[src/rtl/sr_decomp_stream.sv]
// Stream decompressor: widens packed IN_W-bit elements to OUT_W bits, emitting
// R = OUT_W/IN_W output beats per input beat, framed into BURST_BEATS-beat packets.
module sr_decomp_stream #(
  parameter int DATA_W      = 64,
  parameter int IN_W        = 8,
  parameter int OUT_W       = 16,
  parameter int BURST_BEATS = 16
) (
  input  logic              clk,
  input  logic              rst_n,
  input  logic              valid_i,
  input  logic [DATA_W-1:0] data_i,
  input  logic              sop_i,
  input  logic              eop_i,
  input  logic              sign_mode_i,
  output logic              ready_o,
  output logic              valid_o,
  output logic [DATA_W-1:0] data_o,
  output logic              sop_o,
  output logic              eop_o,
  input  logic              ready_i,
  output logic              err_o,
  input  logic              err_clr_i
);

  localparam int R       = OUT_W / IN_W;
  localparam int SLICE_W = DATA_W / R;
  localparam int N_EL    = DATA_W / OUT_W;
  localparam int SUB_W   = (R > 1) ? $clog2(R) : 1;
  localparam int OCNT_W  = (BURST_BEATS > 1) ? $clog2(BURST_BEATS) : 1;

  localparam logic [SUB_W-1:0]  SUB_LAST   = SUB_W'(R - 1);
  localparam logic [OCNT_W-1:0] OCNT_LAST  = OCNT_W'(BURST_BEATS - 1);
  localparam logic [OCNT_W-1:0] OCNT_EOP_0 = OCNT_W'(BURST_BEATS - R);

  logic              r_hold_vld;
  logic [DATA_W-1:0] r_hold_data;
  logic              r_hold_sign;
  logic [SUB_W-1:0]  r_sub;
  logic [OCNT_W-1:0] r_ocnt;
  logic              r_err;

  logic              w_xfer;
  logic              w_last_sub;
  logic              w_accept;
  logic [OCNT_W-1:0] w_ocnt_inc;
  logic [OCNT_W-1:0] w_ocnt_next;
  logic [OCNT_W-1:0] w_first_ocnt;
  logic              w_err_set;
  logic [SLICE_W-1:0] w_slice;
  logic [IN_W-1:0]    w_elem;
  logic [OUT_W-1:0]   w_word;
  logic [DATA_W-1:0]  w_expanded;

  assign w_xfer     = r_hold_vld && ready_i;
  assign w_last_sub = (r_sub == SUB_LAST);
  assign ready_o    = !r_hold_vld || (ready_i && w_last_sub);
  assign w_accept   = valid_i && ready_o;

  // Checks compare against the ocnt this beat's first output would carry.
  assign w_ocnt_inc   = (r_ocnt == OCNT_LAST) ? '0 : r_ocnt + 1'b1;
  assign w_ocnt_next  = w_xfer ? w_ocnt_inc : r_ocnt;
  assign w_first_ocnt = sop_i ? '0 : w_ocnt_next;
  assign w_err_set    = w_accept && (( sop_i && (w_ocnt_next != '0)) ||
                                     (!sop_i && (w_ocnt_next == '0)) ||
                                     ( eop_i && (w_first_ocnt != OCNT_EOP_0)));

  assign w_slice = r_hold_data[DATA_W-1 - int'(r_sub)*SLICE_W -: SLICE_W];

  // NOTE: every variable written here gets a default first so no latch is inferred.
  always_comb begin
    w_expanded = '0;
    w_elem     = '0;
    w_word     = '0;
    for (int k = 0; k < N_EL; k++) begin
      w_elem          = w_slice[SLICE_W-1 - k*IN_W -: IN_W];
      w_word          = {OUT_W{r_hold_sign & w_elem[IN_W-1]}};
      w_word[IN_W-1:0] = w_elem;
      w_expanded[DATA_W-1 - k*OUT_W -: OUT_W] = w_word;
    end
  end

  assign valid_o = r_hold_vld;
  assign data_o  = r_hold_vld ? w_expanded : '0;
  assign sop_o   = r_hold_vld && (r_ocnt == '0);
  assign eop_o   = r_hold_vld && (r_ocnt == OCNT_LAST);
  assign err_o   = r_err;

  // NOTE: sequential state uses non-blocking assignments so every register samples pre-edge values.
  always_ff @(posedge clk or negedge rst_n) begin
    if (!rst_n) begin
      r_hold_vld  <= 1'b0;
      r_hold_data <= '0;
      r_hold_sign <= 1'b0;
      r_sub       <= '0;
      r_ocnt      <= '0;
      r_err       <= 1'b0;
    end else begin
      if (w_accept) begin
        r_hold_vld  <= 1'b1;
        r_hold_data <= data_i;
        r_hold_sign <= sign_mode_i;
        r_sub       <= '0;
      end else if (w_xfer) begin
        if (w_last_sub) begin
          r_hold_vld <= 1'b0;
          r_sub      <= '0;
        end else begin
          r_sub <= r_sub + 1'b1;
        end
      end

      if (w_accept && sop_i) r_ocnt <= '0;
      else if (w_xfer)       r_ocnt <= w_ocnt_inc;

      if (w_err_set)      r_err <= 1'b1;
      else if (err_clr_i) r_err <= 1'b0;
    end
  end

endmodule

[config.mk]
export PLATFORM = sky130hd
export DESIGN_NAME = sr_decomp_stream
export DESIGN_NICKNAME = d
export VERILOG_FILES = /design/src/rtl/sr_decomp_stream.sv
export SDC_FILE = /design/constraint.sdc
export NUM_CORES = 1
export LEC_CHECK = 0
export ABC_AREA = 1
export CORE_ASPECT_RATIO = 1.4
export CORE_MARGIN = 5
export CORE_UTILIZATION = 25
export DETAILED_ROUTE_END_ITERATION = 8
export PLACE_DENSITY = 0.6
export SYNTH_ARGS = -nofsm -noshare
export SYNTH_HDL_FRONTEND = slang
export SYNTH_SLANG_ARGS = --single-unit
[constraint.sdc]
create_clock -name clk -period 2.04 [get_ports clk]
set_input_delay 0.408 -clock clk [delete_from_list [all_inputs] [get_ports clk]]
set_output_delay 0.408 -clock clk [all_outputs]
set_load 0.005 [all_outputs]
=== Yosys cells after proc, flatten, opt, wreduce, memory -nomap -nowiden ===
Cells that the tools add are included.

* Memories kept: 0
* Bits in latches: 0
* Flip-flop bits (word level): 72
* Memory bits (writable): 0
* Output and inout bits: 69
* Input port bits: 72
* Bits in read-only memories: 0
* Word-level logic and storage cells: 51

* Add/sub/neg operators: 3
* Reduce and logical (&&, ||, !) cells: 22
* Muxes and demuxes: 13
* Eq/ne operators: 2
* Shift-type cells: 1
* Order comparisons: 0
* Divide/modulo/power cells: 0
* Bitwise gates (word level): 4
* $mul: 0

{| class="wikitable"
|+ Operators with widths
! cell !! number
|-
| variable part select 95 x 7 -> 32 bit || 1
|-
| two-way mux 64 bit || 1
|-
| two-way mux 4 bit || 4
|-
| logical AND 1 bit || 10
|-
| zero test 4 bit || 2
|-
| two-way mux 1 bit || 8
|-
| subtractor 6 x 6 -> 7 bit (first input constant) || 1
|-
| nonzero test 2 bit || 3
|-
| adder 4 x 1 -> 4 bit (second input constant) || 1
|-
| bitwise AND 1 bit || 4
|-
| == test 4 bit (second input constant) || 1
|-
| inequality test 4 bit (second input constant) || 1
|-
| nonzero test 4 bit || 1
|-
| logical OR 1 bit || 3
|-
| zero test 1 bit || 2
|-
| AND reduction 2 bit || 1
|-
| adder 1 bit (second input constant) || 1
|}

=== Longest topological paths before layout ===
Gate-level depths: netlist (run 1).

* Depth after elaboration: 9
* Mapped depth: 12
* Gate-level depth less buffers: 12

=== Worst setup path after synthesis (run 1) ===
OpenSTA, ideal clock, no wires.

* Path type: reg-to-output
* From: register r_sub
* To: output port data_o[41]
* Data required time: 1632 ps
* Arrival time: 1785 ps
* Setup slack: -153 ps
* Buffers on the path: 3
* Stages on the path, launching flop included: 7
* Cell sequence: dfrtp_1 -> buf_2 -> inv_1 -> buf_2 -> nor2_1 -> nor4_1 -> buf_4

* Longest elaborated chain between the ends: 4

{| class="wikitable"
|+ Ends and longest elaborated chain
! what !! RTL line !! source
|-
| start, declared || 39 || <nowiki>logic [SUB_W-1:0] r_sub;</nowiki>
|-
| start signal, assigned || 109 || <nowiki>r_sub <= r_sub + 1'b1;</nowiki>
|-
| subtractor 6 x 6 -> 7 bit || 68 || <nowiki>assign w_slice = r_hold_data[DATA_W-1 - int'(r_sub)*SLICE_W -: SLICE_W];</nowiki>
|-
| variable part select 95 x 7 -> 32 bit || 68 ||
|-
| bitwise AND 1 bit || 77 || <nowiki>w_word = {OUT_W{r_hold_sign & w_elem[IN_W-1]}};</nowiki>
|-
| two-way mux 64 bit || 84 || <nowiki>assign data_o = r_hold_vld ? w_expanded : '0;</nowiki>
|-
| end, declared || 18 || <nowiki>output logic [DATA_W-1:0] data_o,</nowiki>
|}

No other way between the ends.

=== Worst setup path after layout (run 1) ===
* From: register r_hold_vld (netlist: valid_o)
* To: output port data_o[8]

* Longest elaborated chain between the ends: 1

{| class="wikitable"
|+ Ends and longest elaborated chain
! what !! RTL line !! source
|-
| start, declared || 36 || <nowiki>logic r_hold_vld;</nowiki>
|-
| start signal, assigned || 92 || <nowiki>r_hold_vld <= 1'b0;</nowiki>
|-
| start signal, assigned || 100 || <nowiki>r_hold_vld <= 1'b1;</nowiki>
|-
| start signal, assigned || 106 || <nowiki>r_hold_vld <= 1'b0;</nowiki>
|-
| two-way mux 64 bit || 84 ||
|}

No other way between the ends.

==> results list, run 1 <==
* Logic gate share of total power: 49.4%
* Overall via count from detail_route: roughly 3500
- The number of antenna diodes in the final layout is 0.
- Type of the setup path with the least slack: flop to primary output
* Proportion of total power due to net switching: a little over a third
- RePlAce Congestion: 0.7877
- Worst Path Max Fanout: 8
- For this run, the detailed router's first-pass iteration total came to 4.
- Synthesis produced a netlist with a net count of approximately 570.
- HP Class: input pin to asynchronous set/reset pin
- The flow ran to the end, but the final reports show violations.
- In this run the worst setup path begins at valid_o$_DFFE_PN0P_.
- The hold violation total from the final report was 0.
- For this design the top-level I/O count stands at 141.
* Synth-to-Final Area Change: 58.30%
- Of the total power, the clock network draws between 20% and 30%.
- Die extent in y: between 150 and 200 µm
* CTS Buf Count: 9
* Net count of the finished layout: slightly above 700
- Longest Clk Path Bufs: 2
- Global-route wire length before repair: about 18000 µm
- In the post-route analysis, the smallest setup slack over all paths is -0.1966 ns.
- STA classifies the critical path startpoint as a flop.
- Detailed-placement wirelength estimate: between 7000 and 8000 µm
- The later pin in the worst-skew pair is clocked with a latency of 0.33 ns.
- TritonCTS built the clock tree.
- After the first detailed-routing iteration, the DRC count stood at ~150.
- Most area-hungry cell type in the Yosys netlist: sky130_fd_sc_hd__dfrtp_1
- Summed over all nets, the switching power comes to 0.002970 W.
- In this run the static leakage power is 3.140 nW.
* Part of the Yosys area used for sequential elements: roughly 49%
- Worst Hold Margin: 0.03783 ns
* Reg2Reg Launch Point: valid_o$_DFFE_PN0P_
* Number of global-route vias before repair: ~3600
- Wires add up to about 12000 µm.
- The floorplan step defined a die boundary enclosing 0.01725 mm².
- Yosys attributes the largest share of cell area to sky130_fd_sc_hd__dfrtp_1, sky130_fd_sc_hd__nand2_1, sky130_fd_sc_hd__nor2_1, sky130_fd_sc_hd__buf_4, sky130_fd_sc_hd__o21ai_0.
- Total power divided by cell area: around 1400 mW/mm²
- In the synthesized netlist, the number of instances is 492.
- Count of pins over their slew limit: 0
- Standard-cell rows: 52
* Count of yosys warnings during synthesis: 0
- Across the routed clock network, the largest skew measured is 0.005799 ns.
* Setup repair after global routing missed its margin: yes
- Synthesized flop and latch total: 72
- DRC: 0
- Number of different library cells in the post-synthesis netlist: 24
* Largest vdd supply drop: around 0.00054 V
- Summing internal, switching and leakage power gives slightly above 0.008 W.
- In this run the biggest area consumer among cell types represents ~50% of the synthesized area.
* Synth Cell Area: 0.003672 mm²
* Remaining Overflow, GRT: 0
- Period minus WS final: approximately 2.2 ns
* Setup-failing EPs final: 19
- Fin crit share: 109.6%
- The post-route netlist has between 15 and 20% of its cells at a drive strength greater than 1.
- Sink Count: 72
- Starting Density: about a quarter
* Number of levels the H-tree was split into: 3
* Mean cell area of the mapped netlist: between 7 and 8 µm²
- Hold-fix buffers at CTS: 0
- During placement, the flow inserted port buffers numbering 140.
* Type of destination of the critical path: primary output
- The count of nets left with antenna violations once routing finished came out at 0.
- For this run, the top clock speed supported by timing is between 0.4 and 0.5 GHz.
- Core Footprint: 0.01444 mm²
* Horizontal die dimension: 112.4 µm
- Sequential cells burn between 30% and 40% of the power.
- Cell internal power was estimated by the tool at approximately 0.0053 W.
- Critical Path RT: about 1.6 ns
- The tool flagged a number of max-cap violations equal to 0.
- Routed length per instance: roughly 14 µm
- The tree is rooted in a sky130_fd_sc_hd__clkbuf_16.
- Violations in the final reports: negative setup slack
- CTS clock-pin slew for the worst setup and hold paths: roughly 0.06 ns
* Slew margin rel.: approximately two thirds
* Number of vias per cell: 4.294
- Maximum number of pins on one net before global-route repair: 68
* Arrival @ worst endpoint: ~1.8 ns
- GR Util All Layers: roughly an eighth
- For the pin with the worst max-slew slack, the measured transition is 0.5088 ns.
- Antenna violations before repair: 2
worst max-delay path: stages, from the launching register on:
cell and delay [ns]:
sky130_fd_sc_hd__dfrtp_2 0.43, sky130_fd_sc_hd__clkinv_4 0.10, sky130_fd_sc_hd__nor4_2 0.27, sky130_fd_sc_hd__buf_4 0.19, sky130_fd_sc_hd__clkdlybuf4s50_1 0.50
what timing repair did:
action                                  4_1_cts  5_1_grt
cloned                                        0        2
gates resized for setup                     107       94
endpoints found under the hold margin         0        0
pin swaps                                     6        5
endpoints found under the setup margin       67       52
setup buffers                                10       14
cells in the mapped netlist (all sizes together):
| cell type | n |
|---|---|
| dfrtp | 72 |
| clkbuf | 10 |
| nor3 | 5 |
| nor2 | 74 |
| o21ai | 30 |
| nand2 | 218 |
| nand3 | 11 |
| inv | 19 |
| buf | 43 |
| a21oi | 2 |
| nand4 | 1 |
| or2 | 1 |
| ha | 2 |
| nor4 | 4 |
layer usage:
metal	wire [µm]	up-vias	global-route usage (%)
met5	21	-	0
met4	142	4	4.410
met3	739	15	3.441
met2	6088	117	23.27
met1	4620	1646	14.71
li1	-	1756	-
stage by stage:
| step | instances | instance area [µm²] | utilization [%] | worst slack, ns | TNS (ns) |
|---|---|---|---|---|---|
| after floorplan | 492 | 3672 | - | -0.1532 | -2.144 |
| after global placement | 783 | 5096 | 35.28 | 0.002313 | 0 |
| after detailed placement | 783 | 5096 | 35.28 | -0.02300 | -0.02300 |
| after CTS | 809 | 5480 | 37.94 | -0.2510 | -4.462 |
| after global routing | 824 | 5813 | 40.25 | -0.2944 | -3.813 |
| final | 824 | 5813 | 40.25 | -0.1966 | -1.948 |
kinds of logic (layout without fill, tap and decap cells):
family          count (synthesis)  in the layout  share of synthesized area [%]
compound gates                 32             32                          4.463
fa+ha+maj                       2              2                         0.6813
buf+inv                        72            215                          12.20
simple gates                  314            314                          33.59
flops                          72             72                          49.06
power groups by stage:
stage | sequential, W | combinational (W) | clock [W]
final | 0.00252 | 0.00410 | 0.00168
after floorplan | 0.00237 | 0.00207 | 0
after global placement | 0.00245 | 0.00379 | 0
after detailed placement | 0.00247 | 0.00383 | 0
after CTS | 0.00247 | 0.00368 | 0.00174
after global routing | 0.00260 | 0.00458 | 0.00181
area by class of cell:
type | instances | area [µm²]
fill | 1473 | 8631
timing repair buffer | 180 | 1851
sequential | 72 | 1804
multi-input combinational | 348 | 1519
clock buffer | 10 | 239.0
tap | 189 | 236.5
clock inverter | 6 | 82.58
inverter | 19 | 81.33
sequential cells by signal (all words and copies together) (netlist names):
name         cells
r_hold_data     64
r_ocnt           4
err_o            1
r_hold_sign      1
r_sub            1
valid_o          1
path summary, 6_finish.rpt:
path                                          endpoint  slack (ns)  cells past startpoint
max                                          data_o[8]       -0.20                      4
min                         r_hold_data[8]$_DFFE_PN0P_        0.04                      1
max reg2reg                r_hold_data[60]$_DFFE_PN0P_        0.34                     10
min reg2reg                r_hold_data[62]$_DFFE_PN0P_        0.46                      2
max in group asynchronous  r_hold_data[46]$_DFFE_PN0P_        1.40                      2
min in group clk           r_hold_data[62]$_DFFE_PN0P_        0.46                      2
cells in the final DEF (no fill, tap or decap):
master,netlist,final
sky130_fd_sc_hd__a21oi_1,1,1
sky130_fd_sc_hd__a21oi_4,0,1
sky130_fd_sc_hd__buf_12,0,5
sky130_fd_sc_hd__buf_4,33,21
sky130_fd_sc_hd__buf_6,6,27
sky130_fd_sc_hd__buf_8,0,2
sky130_fd_sc_hd__bufinv_16,0,2
sky130_fd_sc_hd__clkbuf_16,0,10
sky130_fd_sc_hd__clkbuf_2,1,2
sky130_fd_sc_hd__clkbuf_8,0,1
sky130_fd_sc_hd__clkdlybuf4s15_1,0,3
sky130_fd_sc_hd__clkdlybuf4s50_1,0,76
sky130_fd_sc_hd__clkinv_2,0,3
sky130_fd_sc_hd__clkinv_4,0,2
sky130_fd_sc_hd__clkinvlp_4,0,1
sky130_fd_sc_hd__dfrtp_1,72,70
sky130_fd_sc_hd__dfrtp_2,0,2
sky130_fd_sc_hd__dlygate4sd2_1,0,28
sky130_fd_sc_hd__dlymetal6s2s_1,0,15
sky130_fd_sc_hd__ha_1,2,1
sky130_fd_sc_hd__ha_4,0,1
sky130_fd_sc_hd__inv_1,17,15
sky130_fd_sc_hd__inv_2,1,2
sky130_fd_sc_hd__nand2_1,217,217
sky130_fd_sc_hd__nand2_4,1,1
sky130_fd_sc_hd__nand3_1,10,9
sky130_fd_sc_hd__nand3_2,1,2
sky130_fd_sc_hd__nand4_1,1,1
sky130_fd_sc_hd__nor2_1,73,63
sky130_fd_sc_hd__nor2_2,0,7
sky130_fd_sc_hd__nor2_4,1,4
sky130_fd_sc_hd__nor3_1,5,4
sky130_fd_sc_hd__nor3_2,0,1
sky130_fd_sc_hd__nor4_1,4,1
sky130_fd_sc_hd__nor4_2,0,3
sky130_fd_sc_hd__o21ai_0,29,8
sky130_fd_sc_hd__o21ai_1,1,20
sky130_fd_sc_hd__o21ai_2,0,2
sky130_fd_sc_hd__or2_0,1,1
No activity file was read; power rests on OpenSTA's default activity.
==> run 2, diff against run 1 <==
CTS_CLUSTER_DIAMETER = 60   (was not set)
==> results of run 2 <==
The final DEF is identical to that of run 1; final timing and power are the same.
==> run 3, diff against run 2 <==
SLEW_MARGIN = 20   (was not set)
==> results of run 3 <==
The final DEF is identical to that of run 1; final timing and power are the same.
